File: config.mk
export PLATFORM = sky130hd
export DESIGN_NAME = dummy_adc_seq_flat
export DESIGN_NICKNAME = d
export VERILOG_FILES = /design/src/rtl/dummy_adc_seq_if.sv /design/src/rtl/dummy_adc_seq.sv /design/src/flat_wrapper.sv
export SDC_FILE = /design/constraint.sdc
export NUM_CORES = 1
export LEC_CHECK = 0
export CORE_MARGIN = 4
export CORE_UTILIZATION = 38
export DETAILED_ROUTE_END_ITERATION = 10
export PLACE_DENSITY = 0.86
export REMOVE_ABC_BUFFERS = 1
export SYNTH_ARGS = -nofsm -noshare
export SYNTH_HDL_FRONTEND = slang
export SYNTH_SLANG_ARGS = --single-unit
File: constraint.sdc
create_clock -name CLK -period 3.8 [get_ports CLK]
set_input_delay 0.76 -clock CLK [delete_from_list [all_inputs] [get_ports CLK]]
set_output_delay 0.76 -clock CLK [all_outputs]
set_load 0.1 [all_outputs]
File: src/rtl/dummy_adc_seq_if.sv
// Control/result bundle between the bus ADC wrapper (master) and the
// conversion sequencer (slave).
interface dummy_adc_seq_if #(
    parameter int DATA_WIDTH = 32,
    parameter int NUM_CH     = 4
);
    localparam int CH_W = $clog2(NUM_CH);

    logic                         ADC_TRIGGER;
    logic                         ABORT;
    logic [1:0]                   MODE;
    logic [CH_W-1:0]              CH_SEL;
    logic [NUM_CH-1:0]            CH_ENABLE;
    logic                         STATUS_CLR;
    logic [NUM_CH*DATA_WIDTH-1:0] ANALOG_IN;
    logic [DATA_WIDTH-1:0]        MEASUREMENT;
    logic [CH_W-1:0]              MEAS_CHANNEL;
    logic                         MEAS_VALID;
    logic                         SEQ_DONE;
    logic                         BUSY;
    logic                         OVERRUN;
    logic [31:0]                  STATUS_REG;

    modport master (
        output ADC_TRIGGER, ABORT, MODE, CH_SEL, CH_ENABLE, STATUS_CLR, ANALOG_IN,
        input  MEASUREMENT, MEAS_CHANNEL, MEAS_VALID, SEQ_DONE, BUSY, OVERRUN, STATUS_REG
    );

    modport slave (
        input  ADC_TRIGGER, ABORT, MODE, CH_SEL, CH_ENABLE, STATUS_CLR, ANALOG_IN,
        output MEASUREMENT, MEAS_CHANNEL, MEAS_VALID, SEQ_DONE, BUSY, OVERRUN, STATUS_REG
    );
endinterface

File: src/rtl/dummy_adc_seq.sv
// Multi-channel behavioural ADC with single / scan-once / continuous sequencing,
// fixed per-channel conversion latency and a packed status word.
module dummy_adc_seq #(
    parameter int DATA_WIDTH  = 32,
    parameter int NUM_CH      = 4,
    parameter int RESOLUTION  = 12,
    parameter int CONV_CYCLES = 16
) (
    input  logic           CLK,
    input  logic           RST,
    dummy_adc_seq_if.slave bus
);
    localparam int CH_W  = $clog2(NUM_CH);
    localparam int CNT_W = (CONV_CYCLES > 1) ? $clog2(CONV_CYCLES) : 1;

    localparam logic [1:0] S_IDLE    = 2'd0;
    localparam logic [1:0] S_SAMPLE  = 2'd1;
    localparam logic [1:0] S_CONVERT = 2'd2;

    logic [1:0]            r_state;
    logic [CNT_W-1:0]      r_cnt;
    logic [NUM_CH-1:0]     r_mask;
    logic                  r_cont;
    logic [CH_W-1:0]       r_ch;
    logic [DATA_WIDTH-1:0] r_sample;
    logic [DATA_WIDTH-1:0] r_meas;
    logic [CH_W-1:0]       r_meas_ch;
    logic                  r_valid;
    logic                  r_done;
    logic                  r_ovr;
    logic [15:0]           r_count;

    logic [NUM_CH-1:0][DATA_WIDTH-1:0] w_ain;
    logic [NUM_CH-1:0]     w_start_mask;
    logic [CH_W-1:0]       w_first_ch;
    logic                  w_first_vld;
    logic [CH_W-1:0]       w_next_ch;
    logic                  w_next_vld;
    logic [CH_W-1:0]       w_wrap_ch;
    logic [DATA_WIDTH-1:0] w_samp;
    logic                  w_busy;
    logic                  w_ovr_set;

    for (genvar g = 0; g < NUM_CH; g++) begin : g_ain
        assign w_ain[g] = bus.ANALOG_IN[g*DATA_WIDTH +: DATA_WIDTH];
    end

    assign w_busy    = (r_state != S_IDLE);
    assign w_ovr_set = w_busy && bus.ADC_TRIGGER && !bus.ABORT;

    // Single mode is folded into the scan path as a one-hot mask.
    always_comb begin
        w_start_mask = (bus.MODE == 2'b00) ? (NUM_CH'(1) << bus.CH_SEL) : bus.CH_ENABLE;
        w_first_ch  = '0;
        w_first_vld = 1'b0;
        w_next_ch   = '0;
        w_next_vld  = 1'b0;
        w_wrap_ch   = '0;
        for (int i = NUM_CH - 1; i >= 0; i--) begin
            if (w_start_mask[i]) begin
                w_first_ch  = CH_W'(i);
                w_first_vld = 1'b1;
            end
            if (r_mask[i] && (CH_W'(i) > r_ch)) begin
                w_next_ch  = CH_W'(i);
                w_next_vld = 1'b1;
            end
            if (r_mask[i]) w_wrap_ch = CH_W'(i);
        end
        w_samp = '0;
        w_samp[RESOLUTION-1:0] = w_ain[r_ch][RESOLUTION-1:0];
    end

    always_ff @(posedge CLK) begin
        if (RST) begin
            r_state   <= S_IDLE;
            r_cnt     <= '0;
            r_mask    <= '0;
            r_cont    <= 1'b0;
            r_ch      <= '0;
            r_sample  <= '0;
            r_meas    <= '0;
            r_meas_ch <= '0;
            r_valid   <= 1'b0;
            r_done    <= 1'b0;
            r_ovr     <= 1'b0;
            r_count   <= '0;
        end else begin
            r_valid <= 1'b0;
            r_done  <= 1'b0;
            if (w_ovr_set)          r_ovr <= 1'b1;
            else if (bus.STATUS_CLR) r_ovr <= 1'b0;

            if (w_busy && bus.ABORT) begin
                r_state <= S_IDLE;
                r_ch    <= '0;
            end else begin
                case (r_state)
                    S_IDLE: begin
                        if (bus.ADC_TRIGGER && !bus.ABORT) begin
                            r_mask <= w_start_mask;
                            r_cont <= (bus.MODE == 2'b10);
                            if (w_first_vld) begin
                                r_state <= S_SAMPLE;
                                r_ch    <= w_first_ch;
                            end else begin
                                r_done  <= 1'b1;
                            end
                        end
                    end
                    S_SAMPLE: begin
                        r_sample <= w_samp;
                        r_cnt    <= CNT_W'(CONV_CYCLES - 1);
                        r_state  <= S_CONVERT;
                    end
                    S_CONVERT: begin
                        if (r_cnt == '0) begin
                            r_meas    <= r_sample;
                            r_meas_ch <= r_ch;
                            r_valid   <= 1'b1;
                            r_count   <= r_count + 16'd1;
                            if (w_next_vld) begin
                                r_ch    <= w_next_ch;
                                r_state <= S_SAMPLE;
                            end else if (r_cont) begin
                                r_ch    <= w_wrap_ch;
                                r_state <= S_SAMPLE;
                                r_done  <= 1'b1;
                            end else begin
                                r_ch    <= '0;
                                r_state <= S_IDLE;
                                r_done  <= 1'b1;
                            end
                        end else begin
                            r_cnt <= r_cnt - 1'b1;
                        end
                    end
                    default: r_state <= S_IDLE;
                endcase
            end
        end
    end

    assign bus.MEASUREMENT  = r_meas;
    assign bus.MEAS_CHANNEL = r_meas_ch;
    assign bus.MEAS_VALID   = r_valid;
    assign bus.SEQ_DONE     = r_done;
    assign bus.BUSY         = w_busy;
    assign bus.OVERRUN      = r_ovr;
    // r_ch is cleared whenever the sequencer drops to IDLE, so no gating here.
    assign bus.STATUS_REG   = {r_count, {(8 - CH_W){1'b0}}, r_ch, 6'b0, r_ovr, w_busy};
endmodule
File: src/flat_wrapper.sv
// flat-port wrapper written by rule: the top's interface ports become plain ports
module dummy_adc_seq_flat 
#(
    parameter int DATA_WIDTH  = 32,
    parameter int NUM_CH      = 4,
    parameter int RESOLUTION  = 12,
    parameter int CONV_CYCLES = 16
)
  (CLK, RST, bus_ADC_TRIGGER, bus_ABORT, bus_MODE, bus_CH_SEL, bus_CH_ENABLE, bus_STATUS_CLR, bus_ANALOG_IN, bus_MEASUREMENT, bus_MEAS_CHANNEL, bus_MEAS_VALID, bus_SEQ_DONE, bus_BUSY, bus_OVERRUN, bus_STATUS_REG);
  dummy_adc_seq_if #(.DATA_WIDTH(DATA_WIDTH), .NUM_CH(NUM_CH)) bus_i ();
  input  logic CLK;
  input  logic RST;
  input wire logic [$bits(bus_i.ADC_TRIGGER)-1:0] bus_ADC_TRIGGER;
  input wire logic [$bits(bus_i.ABORT)-1:0] bus_ABORT;
  input wire logic [$bits(bus_i.MODE)-1:0] bus_MODE;
  input wire logic [$bits(bus_i.CH_SEL)-1:0] bus_CH_SEL;
  input wire logic [$bits(bus_i.CH_ENABLE)-1:0] bus_CH_ENABLE;
  input wire logic [$bits(bus_i.STATUS_CLR)-1:0] bus_STATUS_CLR;
  input wire logic [$bits(bus_i.ANALOG_IN)-1:0] bus_ANALOG_IN;
  output wire logic [$bits(bus_i.MEASUREMENT)-1:0] bus_MEASUREMENT;
  output wire logic [$bits(bus_i.MEAS_CHANNEL)-1:0] bus_MEAS_CHANNEL;
  output wire logic [$bits(bus_i.MEAS_VALID)-1:0] bus_MEAS_VALID;
  output wire logic [$bits(bus_i.SEQ_DONE)-1:0] bus_SEQ_DONE;
  output wire logic [$bits(bus_i.BUSY)-1:0] bus_BUSY;
  output wire logic [$bits(bus_i.OVERRUN)-1:0] bus_OVERRUN;
  output wire logic [$bits(bus_i.STATUS_REG)-1:0] bus_STATUS_REG;
  assign bus_i.ADC_TRIGGER = bus_ADC_TRIGGER;
  assign bus_i.ABORT = bus_ABORT;
  assign bus_i.MODE = bus_MODE;
  assign bus_i.CH_SEL = bus_CH_SEL;
  assign bus_i.CH_ENABLE = bus_CH_ENABLE;
  assign bus_i.STATUS_CLR = bus_STATUS_CLR;
  assign bus_i.ANALOG_IN = bus_ANALOG_IN;
  assign bus_MEASUREMENT = bus_i.MEASUREMENT;
  assign bus_MEAS_CHANNEL = bus_i.MEAS_CHANNEL;
  assign bus_MEAS_VALID = bus_i.MEAS_VALID;
  assign bus_SEQ_DONE = bus_i.SEQ_DONE;
  assign bus_BUSY = bus_i.BUSY;
  assign bus_OVERRUN = bus_i.OVERRUN;
  assign bus_STATUS_REG = bus_i.STATUS_REG;
  dummy_adc_seq #(.DATA_WIDTH(DATA_WIDTH), .NUM_CH(NUM_CH), .RESOLUTION(RESOLUTION), .CONV_CYCLES(CONV_CYCLES)) u_core (.CLK(CLK), .RST(RST), .bus(bus_i));
endmodule
# Yosys cells after proc, flatten, opt, wreduce, memory -nomap -nowiden
# Cells that the tools add are included.
# totals
input_bits,141
out_inout_bits,70
elab_cells,98
ff_bits,58
# op_classes
eq_ne,7
order_cmp,5
addsub,2
bitwise_logic,2
shifts,1
muxes,45
n_reduce_logical,24
# ops
cell,n
32-bit binary-select mux with 2-bit select,1
2-bit 2-to-1 mux,21
"16-bit by 1-bit adder with 16-bit output, second input constant",1
1-bit 2-to-1 mux,16
12-bit 2-to-1 mux,1
3-bit AND reduction,4
1-bit logical AND,8
4-bit 2-to-1 mux,2
4-bit one-hot mux with 2 select lines,1
2-bit nonzero test,4
"2-bit by 1-bit inequality test with 1-bit output, second input constant",3
2-bit one-hot mux with 3 select lines,1
"2-bit == test, second input constant",2
"1-bit by 2-bit greater-than comparator with 1-bit output, first input constant",2
"2-bit greater-than comparator, first input constant",2
2-bit logical NOT,2
4-bit logical NOT,1
2-bit one-hot mux with 2 select lines,1
4-bit AND reduction,1
"1-bit by 2-bit left shift with 4-bit output, first input constant",1
"4-bit by 1-bit subtractor with 4-bit output, second input constant",1
"2-bit by 3-bit less-than comparator with 1-bit output, second input constant",1
3-bit OR reduction,1
"2-bit by 1-bit == test with 1-bit output, second input constant",1
6 further kinds,7

# Longest topological paths before layout
# Gate-level depths: netlist (run 1).
# logic_depth
depth_word,9
mapped_depth,8

# Worst setup path before layout (run 1)
# Ideal clock, no wire load.
# synth_timing
path_kind,register -> register
start,register u_core.r_ch[0]
end,register u_core.r_sample[4]
required_time_ps,3668
path_stages_with_launch,6
n_path_buf,2
period_less_slack_ps,2336
arrival_time_ps,2204
setup_slack_ps,1464
cell_sequence,dfxtp_1 buf_2 buf_2 mux4_2 nand2_1 a21oi_1
# synth_between
elab_chain_len,2
# synth_rtl
element,line_no,rtl
"start, declared",dummy_adc_seq.sv:24,logic [CH_W-1:0] r_ch;
"start signal, assigned",dummy_adc_seq.sv:105,r_ch <= w_first_ch;
"start signal, assigned",dummy_adc_seq.sv:123,r_ch <= w_next_ch;
"start signal, assigned",dummy_adc_seq.sv:126,r_ch <= w_wrap_ch;
32-bit binary-select mux with 2-bit select,dummy_adc_seq.sv:71,w_samp[RESOLUTION-1:0] = w_ain[r_ch][RESOLUTION-1:0];
12-bit 2-to-1 mux (not written as such),dummy_adc_seq.sv:71,
"end signal, assigned",dummy_adc_seq.sv:112,r_sample <= w_samp;
"end, declared",dummy_adc_seq.sv:25,logic [DATA_WIDTH-1:0] r_sample;
# No other way between the ends. The select of a mux whose other input is x is not followed.
# A chain may end at the register's enable or synchronous reset.

# Final worst setup path (run 1)
# layout_timing
start,register u_core.r_state[1]
end,output port bus_STATUS_REG[0]
# layout_between
elab_chain_len,1
# layout_rtl
element,line_no,rtl
"start, declared",dummy_adc_seq.sv:20,logic [1:0] r_state;
"start signal, assigned",dummy_adc_seq.sv:76,r_state <= S_IDLE;
"start signal, assigned",dummy_adc_seq.sv:95,r_state <= S_IDLE;
"start signal, assigned",dummy_adc_seq.sv:104,r_state <= S_SAMPLE;
2-bit nonzero test,dummy_adc_seq.sv:48,assign w_busy = (r_state != S_IDLE);
"end, declared",flat_wrapper.sv:26,output wire logic [$bits(bus_i.STATUS_REG)-1:0] bus_STATUS_REG;
# No other way between the ends.

==> results of run 1 <==
==> state kept, by name, indices dropped and copies added (netlist names) <==
signal,flops
u_core.bus.MEASUREMENT,12
u_core.r_ch,2
u_core.bus.MEAS_CHANNEL,2
u_core.bus.MEAS_VALID,1
u_core.bus.OVERRUN,1
u_core.bus.SEQ_DONE,1
u_core.r_mask,4
u_core.r_cont,1
u_core.r_state,2
u_core.r_cnt,4
u_core.r_sample,12
u_core.r_count,16
==> stage by stage <==
step                      hold WS [ns]  instance area [sq um]  worst slack [ns]  utilization [%]
after floorplan                  0.426                   2800              1.37                -
after CTS                        0.454                   4120             0.847             53.3
after global routing             0.464                   4120             0.764             53.3
after global placement           0.436                   3930              1.09             50.8
final                            0.450                   4120             0.861             53.3
after detailed placement         0.442                   3930              1.04             50.8
==> worst paths after layout <==
path | cells past startpoint | endpoint | slack, ns | startpoint
setup / recovery | 2 | bus_STATUS_REG[0] | 0.86 | u_core.r_state[1]
hold / removal | 2 | u_core.bus.MEASUREMENT[7] | 0.45 | u_core.r_sample[7]
setup reg to reg | 7 | u_core.r_count[6] | 1.64 | u_core.r_cnt[0]
hold reg to reg | 2 | u_core.bus.MEASUREMENT[7] | 0.45 | u_core.r_sample[7]
==> cell families after synthesis <==
family,count (synthesis)
simple gates,148
buf+inv,57
xor+xnor,17
compound gates,58
fa+ha+maj,2
mux,12
flops,58
other cells,1
==> worst reg2reg max path, cell delays in order, from the launching register on <==
cell	delay, ns
dfxtp_1	0.34
inv_1	0.06
ha_1	0.15
nor3b_2	0.38
and3_1	0.70
nand4_1	0.20
xor2_1	0.16
nor2_1	0.05
==> power groups by stage <==
stage	registers, mW	logic [mW]	clock network, mW
6_report	0.654	0.473	0.551
2_1_floorplan	0.709	0.298	0
4_1_cts	0.654	0.473	0.564
3_5_place_dp	0.668	0.472	0
5_1_grt	0.658	0.497	0.590
3_3_place_gp	0.666	0.464	0
==> synthesized netlist by cell type, drive strengths merged <==
cell type	instances
a211oi	2
nand2	70
nand3	8
nor4b	2
nand2b	5
o221ai	1
nor2b	1
clkbuf	7
o21ai	4
xor2	6
nor3	12
nand3b	5
a32oi	1
a311oi	3
dfxtp	58
ha	2
nor4	1
and4	1
a21oi	38
o22ai	1
a211o	1
mux4	12
conb	1
or3	1
o31ai	2
a21o	1
nor2	25
and2	3
or2	3
nor3b	3
and3	4
a22oi	1
inv	7
and2b	1
xnor2	11
buf	43
nand4	3
a21boi	2
o2111ai	1
==> routing by layer <==
| layer | up-vias | wire length [um] | part of all wire, % |
|---|---|---|---|
| met4 | 0 | 121 | 1.6 |
| met3 | 10 | 427 | 5.7 |
| met2 | 86 | 3880 | 52 |
| met1 | 1255 | 3010 | 40 |
| met5 | - | 0 | 0 |
| li1 | 1335 | - | - |
==> cell type report <==
type	count	area, sq um	share of cell area (%)
Inverter	7	26.3	0.638
Multi-Input combinational cell	269	1610	39.1
Clock buffer	9	124	3.01
Timing Repair Buffer	102	998	24.2
Tap cell	102	128	3.10
Sequential cell	58	1160	28.2
Clock inverter	7	70.1	1.70
==> run summary, run 1 <==
The run finished with clean final reports. Global routing consumed, on the met3 layer, 3.32% of the routing resources. At the worst endpoint, the arrival time is 2.18 ns. Counting every instance in the synthesized netlist gives 353. Multiplexer cells account for 8.99% of the synthesized area. The quantity of gates resized following cts came out at 0. Cells with a size suffix above 1 make up 9.96% of the layout. After clock tree synthesis, the clock-pin slew on the worst setup and hold paths is 0.07 ns.

Required time of the critical path: 3.04 ns. The hold-fix buffer count after cts is 0. For the iteration count of the initial detailed-routing pass, the log shows 6. The capturing element type of the critical path was a primary output. Most common cell after layout, fill and taps aside: clkdlybuf4s50_1. In the layout the commonest cells are 94 x clkdlybuf4s50_1, 70 x nand2_1, 58 x dfxtp_1. The congestion estimate from routability-driven global placement came to 0.846.

For this run, the number of Yosys warnings is 0. Global routing used 15.4% of the available tracks. The row count was 32. Of the total synthesized cell area, the portion taken by AND, OR, NAND and NOR gates is 23.5%. The clock net in this run drives a total of 58 sinks. The fraction of synthesized cell area taken by the top area cell type is 38.6%.

The critical path goes through or2_2 -> clkdlybuf4s50_1. Buffers inserted during clock tree synthesis total 9. The longest clock path from root to sink contains 2 buffers.

The post-CTS setup buffer count was 0; the setup TNS after final layout was 0 ns. The run gives 27.6% as the met2 usage. CTS placed an instance of clkbuf_8 at the clock tree root. The internal power of the cells totals 1.08 mW.

In the global route stage, met1 resource usage came out at 17.3%. Clock share of power: 32.8%. The die is 97.0 um wide. The number of global-route vias before repair is 2494, and the final antenna diode count is 0. The clock latency on the worst-skew pair is 0.33 ns, and the count of H-tree levels built during CTS is 3.

After Yosys synthesis, full adders, half adders and majority gates account for 0.832% of the synthesized area. Number of distinct library cell variants in the gate-level netlist after synthesis: 44. At the pin with the least slew margin, the transition time is 0.997 ns. The worst path needs 2.94 ns of the cycle, external delays included.

For this block, the via count after detailed routing is 2686. Number of nets in the layout: 590. The stage delay of the slowest cell on the critical path works out to 1.15 ns.

Non-filler instance count after layout: 554. The run gives 33 as the maximum number of pins on one net before global-route repair. The number of antenna violations at the first check in global routing is 0, and the net switching fraction of the power is 35.8%. Setup violations remaining at the end of the flow were counted as 0. Setup repair after global routing left no endpoint under its margin.

Area enclosed by the die boundary: 9400 sq um. The final critical path takes up 77.3% of the cycle. The run gives 122 as the violation count after the first detailed-routing iteration. On the final layout, the worst clock skew is 0.00829 ns. The average cell area after synthesis works out to 8.52 sq um. The dominant combinational cell family by area after synthesis is simple AND/OR/NAND/NOR gates.

The average via count per standard cell was 4.85; the number of buffers inserted by port buffering was 98. The cell count after placement is 538, and the worst slew slack as a fraction of its limit is 33.3%. Yosys attributes the largest share of cell area to dfxtp_1 39%, buf_4 9.0%, mux4_2 9.0%, nand2_1 8.7%, a21oi_1 6.3%.

The tools report the number of hold violations in the final report as 0. The number of flip-flops and latches in the synthesized netlist works out to 58. In the final routed layout, each cell accounts on average for 13.4 um. The startpoint-to-endpoint class of the critical path is flop to primary output.

The proportion of synthesized chip area in sequential cells is 38.6%, and the number of pins exceeding their max-slew limit in the final report is 0. In this run the standard cell core region covers 7730 sq um. The family with the most delay on the worst path was buffers and inverters. The compound-cell area share of the yosys netlist is 11.2%.

The type of the most critical hold path is flop to flop. The total buffers and inverters traversed by the critical path was 1. TritonCTS built the clock tree. The part of the total power dissipated in combinational logic came out at 28.2%. For the number of nets with antenna violations after routing, the log shows 0. Total power for the finished layout comes to 1.68 mW. The area added between synthesis and finish was 37.0%. Sequential cells burn 39.0% of the power. The tools report the total wire length as 7440 um.

Effective utilization at floorplan: 38.9%. Counting the fill cells in the layout gives 676. The worst voltage drop across the vdd grid is 268 uV, and the leakage power is 1.45 nW. The analysis attributes to net switching a power of 601 uW.

Along the worst path, the maximum fanout reaches 8. In this run the vertical extent of the chip is 97.0 um. The first global-routing pass estimated 11800 um of wire. For this run the aggregate overflow at the end of global routing stands at 0. Summing the areas of all xor and xnor instances in the mapped netlist gives 4.95% of the synthesized area. For the number of max-cap violations, the log shows 0. Dividing total power by cell area gives a power density of 407 nW/um^2. The busiest metal layer after global routing was met2.

The largest area contributor in the synthesized netlist was dfxtp_1. The synthesized netlist occupies a cell area of 3010 sq um. The number of remaining DRC errors is 0, and the half-perimeter wire length of the detailed placement result is 5580 um. The worst setup path is launched from a flop. Achievable clock frequency: 340 MHz. In this run the count of I/O pins placed on the die edge is 211.

On the critical path, the stage with the largest delay is an instance of clkdlybuf4s50_1.
Note: power is estimated with default switching activity, not from simulation.
==> run 2: changes to the inputs <==
--- a/config.mk
+++ b/config.mk
@@ -6,9 +6,9 @@
 export NUM_CORES = 1
 export LEC_CHECK = 0
 export CORE_MARGIN = 4
-export CORE_UTILIZATION = 38
+export CORE_UTILIZATION = 35
 export DETAILED_ROUTE_END_ITERATION = 10
-export PLACE_DENSITY = 0.86
+export PLACE_DENSITY = 0.8
 export REMOVE_ABC_BUFFERS = 1
 export SYNTH_ARGS = -nofsm -noshare
 export SYNTH_HDL_FRONTEND = slang
==> constraint.sdc (replaced) <==
create_clock -name CLK -period 2.8 [get_ports CLK]
set_input_delay 0.56 -clock CLK [delete_from_list [all_inputs] [get_ports CLK]]
set_output_delay 0.56 -clock CLK [all_outputs]
set_load 0.1 [all_outputs]
==> run 2 against run 1 <==
  * First-iteration DRC count shrank 39%
  * Combinational power grew 36%
  * Non-clock buffer count grew 1
  * Largest power group is now clock
  * Sequential power grew 36%
  * Flip-flop and latch count is the same
  * Global-route usage shrank 0.76 points
==> run summary, run 2 (synthesis gave the netlist of run 1 again) <==
The global-route wire length before repair is 11800 um. The number of antenna diodes in the final layout is 0. Along the worst path, the maximum fanout reaches 20.

The horizontal die dimension is 101 um, and the clock edge transition at the registers on the reported setup and hold paths is 0.07 ns. Most flop-heavy register: u_core.r_count. The final clock period utilization by the worst path is 78.3%. For this run, the post-layout net count is 591.

The worst-case setup margin in the final layout came out at 0.607 ns. The tools report the required time of the critical path as 2.24 ns. The clock latency on the worst-skew pair came out at 0.33 ns. The hold-fix buffer count after cts is 0.

Dividing the detail-routed via count by the number of cells gives 4.91. For this configuration, the core starts out at a cell density of 36.2%. Cells fill 49.4% of the core in the end. The clock tree synthesis step divided the H-tree into 3 levels. At the pin with the least slew margin, the transition time is 0.842 ns.

Setup total negative slack on the finished layout was measured at 0 ns. For the number of antenna violations at the first check in global routing, the log shows 0. The total area inside the core boundary comes to 8300 sq um.

The clock network is responsible for 37.0% of the overall power. TritonCTS created 9 clock buffers. The non-filler instance count after layout is 558.

For the worst flop-to-flop path, the logic depth is 7. The top cell types in the final layout, fill and taps aside, are 70 x nand2_1, 59 x clkdlybuf4s50_1, 58 x dfxtp_1. Summed over all layers, the routed wires come to 7550 um. The part of the total power dissipated in combinational logic is 26.4%.

The routed layout has 2737 vias. The endpoint identified for the worst register-to-register timing path is u_core.bus.MEASUREMENT[0]. Among all stages on the critical path, the largest delay is contributed by dfxtp_1. The hold-critical path depth came out at 2. The clock tree root buffer cell was clkbuf_8.

For this design the ratio of total power to cell area is 593 nW/um^2. From synthesis to final layout, the design area changed by 36.3%. Per report_power, the sequential group accounts for 36.6% of the total.

The run gives 0 as the number of failing setup endpoints in the final timing report. The tool flagged a number of max-cap violations equal to 0. Type of the most critical hold path: flop to flop. Port buffering added 98 buffers. The tools report the arrival time reported for the critical path endpoint as 1.63 ns. For this block, the initial DRC count from the detailed router was 74. The number of global-route vias before repair is 2601, and the number of flip-flops in the largest register is 16. The flow ran to the end, and the final reports show no timing, DRC or antenna violations. Before antenna repair, the detailed router went through 4 iterations. The stage delay of the slowest cell on the critical path was 0.87 ns. The tree built by TritonCTS fans out to 58 sinks. Summed over all cells, the static leakage comes to 1.55 nW. The total buffers and inverters traversed by the critical path came out at 1. For the worst slew slack as a fraction of its limit, the log shows 43.8%. The tools report the worst hold path startpoint as u_core.r_sample[1]. The quantity of gates resized following cts came out at 0. The die covers 10100 sq um.

The tools report the number of nets with antenna violations after routing as 0. The end point of the most critical hold path was u_core.bus.MEASUREMENT[1]. Internal power comes to 1.63 mW. The global-route usage over all layers was 14.6%.

The family with the most delay on the worst path was flip-flops. Summed over all nets, the half-perimeter wirelength after detailed placement is 5720 um. The tools report the deepest clock path buffer count as 2.

Setup repair after global routing left no endpoint under its margin. The congestion estimate from routability-driven global placement came to 0.767. Walking the worst path, the cells encountered are buf_4. STA classifies the critical path endpoint as a primary output. The tools report the number of pins exceeding their max-slew limit in the final report as 0. Maximum number of pins on one net before global-route repair: 31. In this run the power spent charging and discharging nets is 804 uW. In the final routed layout, each cell accounts on average for 13.5 um. Pin placement for this block handled 211 I/O pins. The design draws 2.43 mW. TritonCTS built the clock tree. At the placement stage, the worst setup path has a slack of 0.485 ns.

Row count: 33. The clock period minus worst slack is 2.19 ns. STA classifies the critical path startpoint as a flop.

The total overflow left after global routing is 0. The worst-case clock skew was 0.00584 ns; the number of remaining DRC errors was 0. VDD sags by at most 209 uV. The startpoint identified for the worst register-to-register timing path is u_core.r_cnt[0].

The run gives 0 as the post-CTS setup buffer count. The library cell used most frequently in the layout, excluding fill and tap cells, is nand2_1. By startpoint and endpoint, the worst setup path is classified as flop to primary output. Cells with a size suffix above 1 make up 17.9% of the layout. The die is 101 um tall. Based on the critical path, the design can be clocked at up to 456 MHz. In this run, placement finished with an instance count of 542. The number of hold violations in the final report is 0.

The net switching fraction of the power is 33.1%, and the setup slack on the worst flop-to-flop path is 0.80 ns.
run 2: cell types whose count changed in the layout (fill, tap and decap cells not counted), sizes merged:
cell,before,now
buf,8,44
bufinv,1,2
clkbuf,9,12
clkdlybuf4s50,94,59
clkinv,5,1
run 2: worst max path at each step:
stage | slack (ns) | start | depth (start not counted) | endpoint
after floorplan | 0.50 | u_core.r_ch[0] | 3 | u_core.r_sample[0]
after global placement | 0.55 | bus_ABORT | 5 | u_core.r_sample[6]
after detailed placement | 0.48 | bus_ABORT | 5 | u_core.r_sample[6]
after CTS | 0.57 | u_core.r_ch[1] | 1 | bus_STATUS_REG[9]
after global routing | 0.48 | u_core.r_ch[1] | 1 | bus_STATUS_REG[9]
final | 0.61 | u_core.r_ch[1] | 1 | bus_STATUS_REG[9]
run 2: tightest hold or removal path, cell delays in order, from the launching register on:
cell and delay, ns:
dfxtp_1 0.31, nand2_1 0.05, a21oi_1 0.05
run 2: layout make-up:
type                    instances  area [sq um]
clock buffers                  12           165
clock inverters                 4          72.6
fillers                       758          4200
inverters                       7          26.3
multi-input cells             269          1610
flip-flops and latches         58          1160
well taps                     105           131
repair buffers                103           931
run 2: power by group through the flow:
stage / Sequential, mW / Clock [mW] / Combinational [mW]
3_3_place_gp: 0.906 / 0 / 0.631
4_1_cts: 0.889 / 0.917 / 0.644
3_5_place_dp: 0.908 / 0 / 0.642
5_1_grt: 0.894 / 0.963 / 0.677
2_1_floorplan: 0.962 / 0 / 0.405
6_report: 0.889 / 0.900 / 0.643
run 2: metrics by stage:
stage | hold WS, ns | area, sq um
after global routing | 0.477 | 4100
after CTS | 0.454 | 4100
final | 0.443 | 4100
after detailed placement | 0.443 | 3860
after global placement | 0.436 | 3860
after floorplan | 0.426 | 2800
run 2: per-layer routing:
metal	global-route usage [%]	routed length, um
met4	6.42	89
met2	25.9	3940
met3	4.36	592
met1	16.1	2940
met5	0	0
==> run 3: changes to the inputs <==
--- a/config.mk
+++ b/config.mk
@@ -6,9 +6,9 @@
 export NUM_CORES = 1
 export LEC_CHECK = 0
 export CORE_MARGIN = 4
-export CORE_UTILIZATION = 35
+export CORE_UTILIZATION = 32
 export DETAILED_ROUTE_END_ITERATION = 10
-export PLACE_DENSITY = 0.8
+export PLACE_DENSITY = 0.78
 export REMOVE_ABC_BUFFERS = 1
 export SYNTH_ARGS = -nofsm -noshare
 export SYNTH_HDL_FRONTEND = slang
==> constraint.sdc (replaced) <==
create_clock -name CLK -period 2 [get_ports CLK]
set_input_delay 0.4 -clock CLK [delete_from_list [all_inputs] [get_ports CLK]]
set_output_delay 0.4 -clock CLK [all_outputs]
set_load 0.1 [all_outputs]
==> run 3 against run 2 <==
  * Non-clock buffer count up 14
  * Die area rose by 8.6%
  * Cell area up 3.3%
  * Flip-flop and latch count unchanged
==> run summary, run 3 (synthesis gave the netlist of run 1 again) <==
The tools report the worst voltage drop across the vdd grid as 352 uV. The violation count after the first detailed-routing iteration is 124, and the final antenna diode count is 0. For the final database, setup skew stands at 0.00989 ns.

The detailed router placed 2739 vias in this run. The clock period minus worst slack works out to 1.81 ns. Power spread over the standard cell area amounts to 771 nW/um^2. The worst setup path is of the flop to flop kind. Number of buffers created by CTS: 9. Traced cell by cell, the critical path runs through inv_1 -> ha_1 -> nor3b_4 -> and3_1 -> buf_4 -> nand2_1 -> a21oi_1. In this run the vertical extent of the chip is 105 um.

Global routing used 13.9% of the available tracks across all layers. Once layout is complete, the utilization of the core stands at 46.1%. In the layout the commonest cells are 70 x nand2_1, 59 x clkdlybuf4s50_1, 58 x dfxtp_1. The area growth from synthesis to layout is 40.8%. The tool flagged a number of max-cap violations equal to 0. Using the TritonRoute via totals, the vias-per-cell ratio works out to 4.76. The run gives 1.62 nW as the leakage power. Setup repair after global routing left no endpoint under its margin. Final clock period utilization by the worst path: 90.5%. The start point of the critical path was u_core.r_cnt[0]. The hold-critical path depth was 2; the final RePlAce weighted congestion was 0.792.

Once placement completed, the tool counted placed cells totaling 562. Setup violations remaining at the end of the flow were counted as 0. Clock latency on the worst-skew pair, taken at its later pin, is 0.32 ns. The non-filler instance count after layout was 576; the share of layout cells above drive strength 1 was 20.0%.

In this run the number of cells on the critical path is 7. Number of cells on the worst reg-to-reg path: 7. The finished cells cover 4240 sq um. The die covers 11000 sq um. The register with the most flip-flops in the layout has 16 of them. The worst slack at placement is -0.0662 ns. The tree is rooted in a clkbuf_8. Fill cells in the final layout number 887. In the final design database the tool counted 605 nets. Once the floorplan was initialized, standard cells occupied 32.7% of the core.

The logs give 35 for the row count and 37 for the maximum number of pins on one net before global-route repair. Deepest clock path buffer count: 2. Most flop-heavy register: u_core.r_count.

The family with the most delay on the worst path was simple AND/OR/NAND/NOR gates. Counting both buffers and inverters, the worst setup path holds a total of 2. The tools report the startpoint of the most critical register-to-register path as u_core.r_cnt[0]. The detail route stage leaves a number of antenna-violating nets equal to 0.

The first global-routing pass estimated 12300 um of wire. The stage delay of the slowest cell on the critical path was 0.36 ns. In this run the most critical hold path is launched from u_core.r_sample[0]. The clock edge transition at the registers on the reported setup and hold paths works out to 0.07 ns. The number of hold violations in the final report was 0; the number of buffers inserted by port buffering was 98.

The number of pins exceeding their max-slew limit in the final report was 0; the iteration count of the initial detailed-routing pass was 4. After detailed routing, the number of remaining DRC violations is 0. The die is 105 um wide. The number of global-route vias before repair was 2606.

Across all setup checks in the final design, the least slack found is 0.191 ns. The half-perimeter wire length of the detailed placement result is 6030 um. For this design the top-level I/O count stands at 211. Counting every sink on the clock net gives 58.

The total placed instance area was 4040 sq um. The post-CTS setup buffer count was 0; the arrival time reported for the critical path endpoint was 2.05 ns. The number of antenna violations at the first check in global routing is 0. The average wire per cell in the routed design was 13.5 um. The flow ran to the end, and the final reports show no timing, DRC or antenna violations. The cell type of the slowest stage on the worst timing path was nor3b_4.

The tools report the capturing element type of the critical path as a flop. TritonCTS built the clock tree. Static timing analysis puts the maximum clock frequency at 553 MHz.

Quantity of gates resized following cts: 0. For the worst setup path, the data required time is 2.24 ns. For this block, the routed nets add up to 7770 um of wire. The type of the most critical hold path is flop to flop.

The worst setup path is launched from a flop. For this design, the CTS-stage hold fixing added 0 buffers. The library cell used most frequently in the layout, excluding fill and tap cells, is nand2_1. The core region is 9200 sq um. The top fanout value on the critical path came out at 14.

The H-tree generated during clock tree synthesis spans 3 levels. For this run the aggregate overflow at the end of global routing stands at 0.
run 3: changes by cell type in the layout (fill, tap and decap cells not counted), sizes merged:
cell / previous run / this run
clkbuf: 12 / 11
bufinv: 2 / 1
clkinv: 1 / 2
buf: 44 / 58
clkinvlp: 1 / 0
run 3: tightest hold or removal path, stage by stage (launching register included):
cell and delay (ns):
dfxtp_1 0.31, nand2_1 0.05, a21oi_1 0.05
run 3: cell type report:
class | instances | area, sq um | area share (%)
multi-input cells | 269 | 1620 | 38.2
flip-flops and latches | 58 | 1160 | 27.4
repair buffers | 117 | 1100 | 25.9
clock buffers | 11 | 151 | 3.57
well taps | 111 | 139 | 3.28
clock inverters | 3 | 40.0 | 0.945
inverters | 7 | 26.3 | 0.620
run 3: path summary, 6_finish.rpt:
check	end	slack, ns
setup / recovery	u_core.bus.MEASUREMENT[3]	0.19
hold / removal	u_core.bus.MEASUREMENT[0]	0.45
setup reg to reg	u_core.bus.MEASUREMENT[3]	0.19
hold reg to reg	u_core.bus.MEASUREMENT[0]	0.45
run 3: stage by stage:
step	TNS, ns	power (mW)	hold slack [ns]
after floorplan	-5.76	1.91	0.426
after global placement	-0.0113	2.22	0.436
after detailed placement	-0.0873	2.24	0.445
after CTS	0	3.30	0.443
after global routing	0	3.42	0.446
final	0	3.27	0.455
run 3: report_power, final:
group          switching (mW)  internal, mW  leakage, nW  total [mW]
Sequential             0.0416          1.20        0.469        1.24
Combinational           0.644         0.339         1.05       0.983
Clock                   0.420         0.625        0.101        1.04
run 3: per-layer routing:
metal / global-route usage, % / vias up / routed length (um)
li1: - / 1366 / -
met1: 15.0 / 1265 / 2980
met2: 25.9 / 98 / 4170
met3: 4.57 / 10 / 536
met4: 3.09 / 0 / 76
met5: 0 / - / 0
